## src/rtl/fir_xifu_pkg.sv

```systemverilog
// Shared types for the FIR XIF coprocessor result path: result record and
// per-ID commit status encoding.
package fir_xifu_pkg;

   localparam int unsigned XIF_ID_WIDTH = 4;

   typedef enum logic [1:0] {
      STATUS_PENDING   = 2'd0,
      STATUS_COMMITTED = 2'd1,
      STATUS_KILLED    = 2'd2
   } fir_xifu_status_e;

   typedef struct packed {
      logic [XIF_ID_WIDTH-1:0] id;
      logic [31:0]             data;
      logic [4:0]              rd;
      logic                    we;
      logic                    exc;
      logic [5:0]              exccode;
   } fir_xifu_result_t;

endpackage

```

## src/rtl/fir_xifu_commit_table.sv

```systemverilog
// Per-ID commit/kill status table. Commits set an entry, head release/drop
// returns it to PENDING; the head's status is read combinationally.
module fir_xifu_commit_table
   import fir_xifu_pkg::*;
#(
   parameter int unsigned X_ID_WIDTH = XIF_ID_WIDTH
) (
   input  logic                  clk_i,
   input  logic                  rst_i,
   input  logic                  set_valid_i,
   input  logic [X_ID_WIDTH-1:0] set_id_i,
   input  logic                  set_kill_i,
   input  logic                  clr_valid_i,
   input  logic [X_ID_WIDTH-1:0] clr_id_i,
   input  logic [X_ID_WIDTH-1:0] rd_id_i,
   output fir_xifu_status_e      rd_status_o
);

   localparam int unsigned N_IDS = 2 ** X_ID_WIDTH;

   fir_xifu_status_e status_q [N_IDS];

   // Clear is applied after set so a release of the same ID takes priority.
   always_ff @(posedge clk_i) begin
      if (rst_i) begin
         for (int unsigned i = 0; i < N_IDS; i++) begin
            status_q[i] <= STATUS_PENDING;
         end
      end else begin
         if (set_valid_i) begin
            status_q[set_id_i] <= set_kill_i ? STATUS_KILLED : STATUS_COMMITTED;
         end
         if (clr_valid_i) begin
            status_q[clr_id_i] <= STATUS_PENDING;
         end
      end
   end

   assign rd_status_o = status_q[rd_id_i];

`ifndef SYNTHESIS
   always_ff @(posedge clk_i) begin
      if (!rst_i && set_valid_i && clr_valid_i) begin
         assert (set_id_i != clr_id_i)
            else $error("commit_table: commit on id %0d while it is released", set_id_i);
      end
   end
`endif

endmodule

```

## src/rtl/fir_xifu_result_fifo.sv

```systemverilog
// In-order result buffer for the XIF result channel: holds writeback results
// until their instruction is committed, silently drops killed ones.
module fir_xifu_result_fifo
   import fir_xifu_pkg::*;
#(
   parameter int unsigned DEPTH      = 2,
   parameter int unsigned X_ID_WIDTH = XIF_ID_WIDTH
) (
   input  logic                       clk_i,
   input  logic                       rst_i,
   input  logic                       clear_i,
   input  logic                       push_valid_i,
   output logic                       push_ready_o,
   input  fir_xifu_result_t           push_result_i,
   input  logic                       commit_valid_i,
   input  logic [X_ID_WIDTH-1:0]      commit_id_i,
   input  logic                       commit_kill_i,
   output logic                       result_valid_o,
   input  logic                       result_ready_i,
   output fir_xifu_result_t           result_o,
   output logic [$clog2(DEPTH):0]     count_o
);

   localparam int unsigned PTR_W = $clog2(DEPTH);
   localparam int unsigned CNT_W = $clog2(DEPTH) + 1;

   fir_xifu_result_t   mem [DEPTH];
   logic [PTR_W-1:0]   wr_ptr;
   logic [PTR_W-1:0]   rd_ptr;
   logic [CNT_W-1:0]   count;
   logic               flush;
   logic               not_empty;
   logic               push_fire;
   logic               pop_fire;
   logic               drop_fire;
   logic               release_head;
   fir_xifu_result_t   head;
   fir_xifu_status_e   head_status;

   assign flush        = rst_i || clear_i;
   assign head         = mem[rd_ptr];
   assign not_empty    = (count != '0);
   assign push_ready_o = (count < CNT_W'(DEPTH));
   assign push_fire    = push_valid_i && push_ready_o;

   // Killed heads never reach the core; they are retired internally.
   assign result_valid_o = not_empty && (head_status == STATUS_COMMITTED);
   assign pop_fire       = result_valid_o && result_ready_i;
   assign drop_fire      = not_empty && (head_status == STATUS_KILLED);
   assign release_head   = pop_fire || drop_fire;

   assign result_o = not_empty ? head : '0;
   assign count_o  = count;

   fir_xifu_commit_table #(
      .X_ID_WIDTH (X_ID_WIDTH)
   ) u_commit_table (
      .clk_i       (clk_i),
      .rst_i       (flush),
      .set_valid_i (commit_valid_i),
      .set_id_i    (commit_id_i),
      .set_kill_i  (commit_kill_i),
      .clr_valid_i (release_head),
      .clr_id_i    (head.id),
      .rd_id_i     (head.id),
      .rd_status_o (head_status)
   );

   always_ff @(posedge clk_i) begin
      if (push_fire) begin
         mem[wr_ptr] <= push_result_i;
      end
   end

   always_ff @(posedge clk_i) begin
      if (flush) begin
         wr_ptr <= '0;
         rd_ptr <= '0;
         count  <= '0;
      end else begin
         if (push_fire) begin
            wr_ptr <= wr_ptr + PTR_W'(1);
         end
         if (release_head) begin
            rd_ptr <= rd_ptr + PTR_W'(1);
         end
         count <= count + CNT_W'(push_fire) - CNT_W'(release_head);
      end
   end

`ifndef SYNTHESIS
   logic             dup_id;
   logic [PTR_W-1:0] slot;

   // The head leaving this cycle no longer counts as in flight.
   always_comb begin
      dup_id = 1'b0;
      slot   = '0;
      for (int unsigned i = 0; i < DEPTH; i++) begin
         slot = rd_ptr + PTR_W'(i);
         if ((CNT_W'(i) < count) && !((i == 0) && release_head)
             && (mem[slot].id == push_result_i.id)) begin
            dup_id = 1'b1;
         end
      end
   end

   always_ff @(posedge clk_i) begin
      if (!flush && push_fire) begin
         assert (!dup_id)
            else $error("result_fifo: id %0d pushed while still in flight", push_result_i.id);
      end
   end
`endif

endmodule

```

## config.mk

```make
export PLATFORM = sky130hd
export DESIGN_NAME = fir_xifu_result_fifo
export DESIGN_NICKNAME = d
export VERILOG_FILES = /design/src/rtl/fir_xifu_pkg.sv /design/src/rtl/fir_xifu_commit_table.sv /design/src/rtl/fir_xifu_result_fifo.sv
export SDC_FILE = /design/constraint.sdc
export NUM_CORES = 1
export LEC_CHECK = 0
export BUFFER_PORTS_ARGS = -buffer_cell sky130_fd_sc_hd__buf_2
export CAP_MARGIN = 20
export CORE_AREA = 3 3 199 104
export CTS_BUF_LIST = sky130_fd_sc_hd__clkbuf_16
export DETAILED_ROUTE_END_ITERATION = 8
export DIE_AREA = 0 0 202 107
export SLEW_MARGIN = 10
export SYNTH_ARGS = -nofsm -noshare
export SYNTH_HDL_FRONTEND = slang
export SYNTH_SLANG_ARGS = --single-unit
```

## constraint.sdc

```tcl
create_clock -name clk_i -period 5.6 [get_ports clk_i]
set_input_delay 0 -clock clk_i [delete_from_list [all_inputs] [get_ports clk_i]]
set_output_delay 0 -clock clk_i [all_outputs]
set_load 0.03 [all_outputs]
```

==> results of run 1 <==
==> worst register-to-register path, stage by stage (launching register included) <==
cell,delay [ns]
dfxtp_4,0.94
mux2i_2,0.89
mux4_2,0.60
nand2_1,0.08
nand4_1,0.15
nor3b_1,0.32
o21a_1,0.23
ha_1,0.25
inv_1,0.06
ha_1,0.14
xnor2_1,0.14
xnor2_1,0.14
nor3_1,0.05
dlygate4sd3_1,0.54
==> state kept, by name, indices dropped and copies added, names as in the netlist, named ones only <==
signal and count:
mem 98, u_commit_table.status_q 32, count_o 2, wr_ptr 1, rd_ptr 1
==> routing by layer <==
layer,part of all wire (%),vias up,track usage [%],routed length (um)
li1,-,2015,-,-
met1,47,2047,18.9,6940
met2,43,189,20.3,6370
met3,8.6,8,4.49,1260
met4,0.59,0,3.68,87
met5,0,-,0,0
==> kinds of logic after synthesis <==
group | Yosys count | share of synthesized area [%]
and+or+nand+nor | 156 | 11.9
DFF | 135 | 64.7
AOI/OAI and AO/OA | 63 | 7.34
muxes | 60 | 12.4
buffers and inverters | 35 | 2.79
xor gates and xnor gates | 3 | 0.462
adders and majority gates | 2 | 0.439
==> cells in the mapped netlist, types with 3 or more instances <==
library cell / count
edfxtp_1: 98
nor2_1: 80
mux2i_1: 49
dfxtp_1: 37
nand2_1: 35
a31oi_1: 34
clkbuf_1: 16
a21oi_1: 13
nand3_1: 13
a32oi_1: 8
mux4_2: 8
buf_1: 7
inv_1: 6
nor2b_1: 5
nand2b_1: 4
nor3_1: 4
buf_4: 3
nand4_1: 3
nor3b_1: 3
==> layout make-up <==
class                           instances  area share [%]
Clock inverter                         14           0.757
Clock buffer                           18            5.92
Inverter                                6           0.296
Multi-Input combinational cell        284            24.6
Tap cell                              266            4.38
Timing Repair Buffer                  174            15.5
Sequential cell                       135            48.5
==> worst max path at each step <==
stage	cells past startpoint	slack (ns)	to	startpoint
finish	13	0.96	count_o[1]	flop
global route	13	0.56	count_o[1]	flop
CTS	13	0.89	count_o[1]	flop
detailed placement	12	1.44	count_o[1]	flop
global placement	12	1.60	count_o[1]	flop
floorplan	3	2.19	mem[0][0]	count_o[1]
==> through the flow <==
step,utilization [%],cells
floorplan,-,454
detailed placement,34.2,810
CTS,39.7,896
global placement,34.1,809
global route,39.7,897
finish,39.7,897
==> where the power goes <==
part | total [mW] | switching, mW | internal [mW]
Clock | 0.956 | 0.384 | 0.572
Combinational | 0.204 | 0.127 | 0.0772
Sequential | 1.12 | 0.0109 | 1.11
Total | 2.28 | 0.522 | 1.76
==> metrics.txt, run 1 <==
worst reg2reg path depth=13; number of synthesized flops with an enable pin=98; WL/cell=16.3 um; post-DP HPWL=10.0 mm; Remaining Overflow, GRT=0; Leak=2.86 nW; WHS Path Cells=4; setup ws final=0.958 ns; Max Slew Vio Count=0; CTS hold repair buffers=54; share of cells above drive strength 1=25.5%; Die Wd=202 um; Final Instance Area=7600 um2; initial antenna violation count=0; clock-pin slew on the worst setup and hold paths=0.05 ns; gp weighted congestion=0.916; drt via density=4.75; setup tns final=0 ns; Post-Syn Area=5690 um2; Peak VDD IR=0.221 mV; reg2reg end=count_o[1]; FMAX=215 MHz; Tot Pwr=2.28 mW; P per Cell Area=300 nW/um2; die area=21,600 um2; CTS Root Cell=clkbuf_16; part of the cycle the worst path needs=82.9%; crit path time final=4.64 ns; Seq cells post-synth=135; hold_ws=0.0650 ns; ys flop type=edfxtp_1; Top delay family on crit path=multiplexers; r2r setup slk=0.96 ns; Max Cap Viol=0; Antenna diodes=0; area leader, netlist=edfxtp_1; GRT Util Overall=13.6%; CTS tree=built; Clock Tree Buf Depth=2; RSZ-0062 raised after global routing=no; Place WS=1.44 ns; Bufs and invs on worst path=2; Synth Area per Inst=12.5 um2; status=complete, no violations; Worst EP arrival=4.93 ns; Die Ht=107 um; worst slew pin tran=1.04 ns; headroom to the max-slew limit=30.2%; Reg area=3690 um2; H-tree lvl count=4; Gate Count Post-Synth=454; postcts setup bufs=0; antenna viol nets, final=0; Hold Crit Endpoint=wr_ptr; clock sink count=135; vias in the first global route=4,327; nets@finish=680; Final Hold Viols=0; area delta synth->final=33.5%; Ports=113; Max FO, Critical Path=53; vias=4,259; first-pass GRT wire length=22.8 mm; Num CTS Buffers=17; Starting Density=29.7%; Distinct cells, synth=37; Synth warnings=0; Critical Path RT=5.89 ns; Seq/Total Area, Yosys=64.7%; multi-input logic area=1870 um2; Post-route DRC=0; Critical Path End Type=flop; fill count=1,823; commonest cells after routing, fill and taps aside=buf_2 (112), edfxtp_1 (98), nor2_1 (77), dlygate4sd3_1 (54), mux2i_1 (49); kind of critical path=flop to flop; crit-path cells=mux2i_2 -> mux4_2 -> nand2_1 -> nand4_1 -> nor3b_1 -> o21a_1 -> ha_1 -> inv_1 -> ha_1 -> xnor2_1 -> xnor2_1 -> nor3_1 -> dlygate4sd3_1; DR iter-0 viols=285; Post-Syn Nets=516; Worst-Skew Late Latency=0.40 ns; final setup fails=0; Port Buffer Count=112; Area after DPL=6550 um2; hold crit path type=input pin to flop; ys async rst share=0%; pin count of the biggest net entering global routing=54; synth top area cells=edfxtp_1 (52%), dfxtp_1 (13%), mux2i_1 (8.6%); drt first pass iters=6; Yosys top cell area share=51.7%; final WL=14.7 mm; Fin Clk Skew=0.00929 ns; Resize count post-CTS=0; most common cell after layout, fill and taps aside=buf_2; CP max stage cell=dfxtp_4; row count=36; core box area=19,100 um2; type of origin of the critical path=flop; hold_sp=push_valid_i; slowest stage delay, CP=0.94 ns
Power figures use the tool's default switching activity.
==> inputs of run 2 (changes only) <==
==> constraint.sdc (replaced) <==
create_clock -name clk_i -period 4.41 [get_ports clk_i]
set_input_delay 0 -clock clk_i [delete_from_list [all_inputs] [get_ports clk_i]]
set_output_delay 0 -clock clk_i [all_outputs]
set_load 0.03 [all_outputs]
==> run 2 against run 1 <==
  * Sequential cell count unchanged
  * Combinational power up 29%
  * Count of clock-buffer cells in the layout up 2
  * Register-to-register slack worse by 0.21 ns
  * Largest cell class unchanged
  * Critical path depth up 1
==> metrics.txt, run 2 (synthesis gave the netlist of run 1 again) <==
status=complete, no violations; Critical Path RT=4.70 ns; max FFs per register=98; vias in the first global route=4,348; most common cell after layout, fill and taps aside=buf_2; Antenna diodes=0; share of cells above drive strength 1=27.2%; Place WS=1.28 ns; first-pass GRT wire length=23.1 mm; Remaining Overflow, GRT=0; Tot Pwr=3.09 mW; drt via density=4.74; GRT Util Overall=13.7%; hold crit path type=input pin to flop; Max Slew Vio Count=0; commonest cells after routing, fill and taps aside=buf_2 (112), edfxtp_1 (98), nor2_1 (77), dlygate4sd3_1 (54), mux2i_1 (49); CTS tree=built; setup ws final=0.745 ns; type of origin of the critical path=flop; RSZ-0062 raised after global routing=no; Critical Path End Type=flop; P per Cell Area=400 nW/um2; Top delay family on crit path=buffers and inverters; row count=36; end point of the critical path=count_o[1]; initial antenna violation count=0; H-tree lvl count=4; Num CTS Buffers=17; Ports=113; final setup fails=0; Clock Tree Buf Depth=2; Final Instance Area=7730 um2; Post-route DRC=0; slowest stage delay, CP=0.55 ns; antenna viol nets, final=0; setup tns final=0 ns; core box area=19,100 um2; postcts setup bufs=0; Area after DPL=6570 um2; Max FO, Critical Path=13; post-DP HPWL=10.3 mm; Die Ht=107 um; kind of critical path=flop to flop; reg2reg end=count_o[1]; area delta synth->final=35.7%; pin count of the biggest net entering global routing=50; Worst-Skew Late Latency=0.41 ns; headroom to the max-slew limit=32.9%; nets@finish=684; critical path depth=14; CP max stage cell=dlygate4sd3_1; gp weighted congestion=0.857; Starting Density=29.7%; hold_ws=0.0405 ns; Bufs and invs on worst path=3; fin cells=901; r2r setup slk=0.75 ns; clock sink count=135; clock-pin slew on the worst setup and hold paths=0.06 ns; Resize count post-CTS=0; Worst EP arrival=3.95 ns; crit path time final=3.66 ns; crit-path cells=mux2i_2 -> buf_4 -> mux4_2 -> nand2_1 -> nand4_1 -> nor3b_1 -> o21a_1 -> ha_1 -> inv_1 -> ha_1 -> xnor2_1 -> xnor2_1 -> nor3_1 -> dlygate4sd3_1; DR iter-0 viols=300; Leak=2.91 nW; Peak VDD IR=0.245 mV; Die Wd=202 um; Top reg by flops=mem; die area=21,600 um2; drt first pass iters=5; worst reg2reg path depth=14; DP Cell Count=813; vias=4,274; Port Buffer Count=112; FMAX=273 MHz; part of the cycle the worst path needs=83.1%; WL/cell=16.5 um; Final Hold Viols=0; fill count=1,800; CTS Root Cell=clkbuf_16; Fin Clk Skew=0.00772 ns; final WL=14.9 mm; Max Cap Viol=0; worst slew pin tran=1.01 ns; Util after Layout=40.4%
==> run 2: cell count changes in the layout (fill, tap and decap cells not counted), sizes merged <==
| cell | before | now |
|---|---|---|
| buf | 119 | 123 |
| bufinv | 0 | 1 |
| clkinv | 3 | 5 |
| clkinvlp | 1 | 0 |
| clkbuf | 19 | 21 |
| inv | 16 | 12 |
==> run 2: worst reg2reg max path: cells and delay by family (launching register included) <==
family	cells	cell delay, ns
flops	1	0.43
compound gates	1	0.23
xor+xnor	2	0.30
mux	2	0.75
buf+inv	3	0.86
fa+ha+maj	2	0.40
simple gates	4	0.59
==> run 2: worst min path at each step <==
stage,to,slack [ns],cells after the start,start
2_1_floorplan,count_o[1],0.08,1,rst_i
3_3_place_gp,mem[1][10],0.19,1,push_result_i[10]
3_5_place_dp,mem[0][33],0.19,1,push_result_i[33]
4_1_cts,u_commit_table.status_q[10][1],0.05,3,commit_kill_i
5_1_grt,u_commit_table.status_q[4][1],0.02,4,commit_id_i[3]
6_report,u_commit_table.status_q[4][1],0.04,4,commit_id_i[3]
==> run 2: where the power goes <==
| part | internal [mW] | switching [mW] | total (mW) | leakage, nW |
|---|---|---|---|---|
| clock | 0.871 | 0.529 | 1.40 | 0.308 |
| combinational | 0.102 | 0.162 | 0.264 | 1.38 |
| sequential | 1.41 | 0.0132 | 1.42 | 1.22 |
| total | 2.38 | 0.705 | 3.09 | 2.91 |
==> run 2: layer usage <==
metal	share of wire, %	up-vias	wire length [um]	track usage [%]
li1	-	2024	-	-
met1	48	2075	7140	19.3
met2	44	163	6570	20.8
met3	7.0	12	1040	3.76
met4	0.80	0	119	4.08
met5	0	-	0	0
==> run 2: repair_timing <==
action | in CTS | in global routing
hold endpoints to repair | 102 | 0
hold buffers | 54 | 0
setup endpoints to repair | 0 | 0
==> run 2: cell type report <==
cell class	count	area [um2]	area share [%]
timing repair buffer	178	1220	15.8
clock inverter	12	92.6	1.20
clock buffer	20	500	6.48
multi-input combinational	284	1870	24.2
sequential	135	3690	47.7
inverter	6	22.5	0.291
tap	266	333	4.31
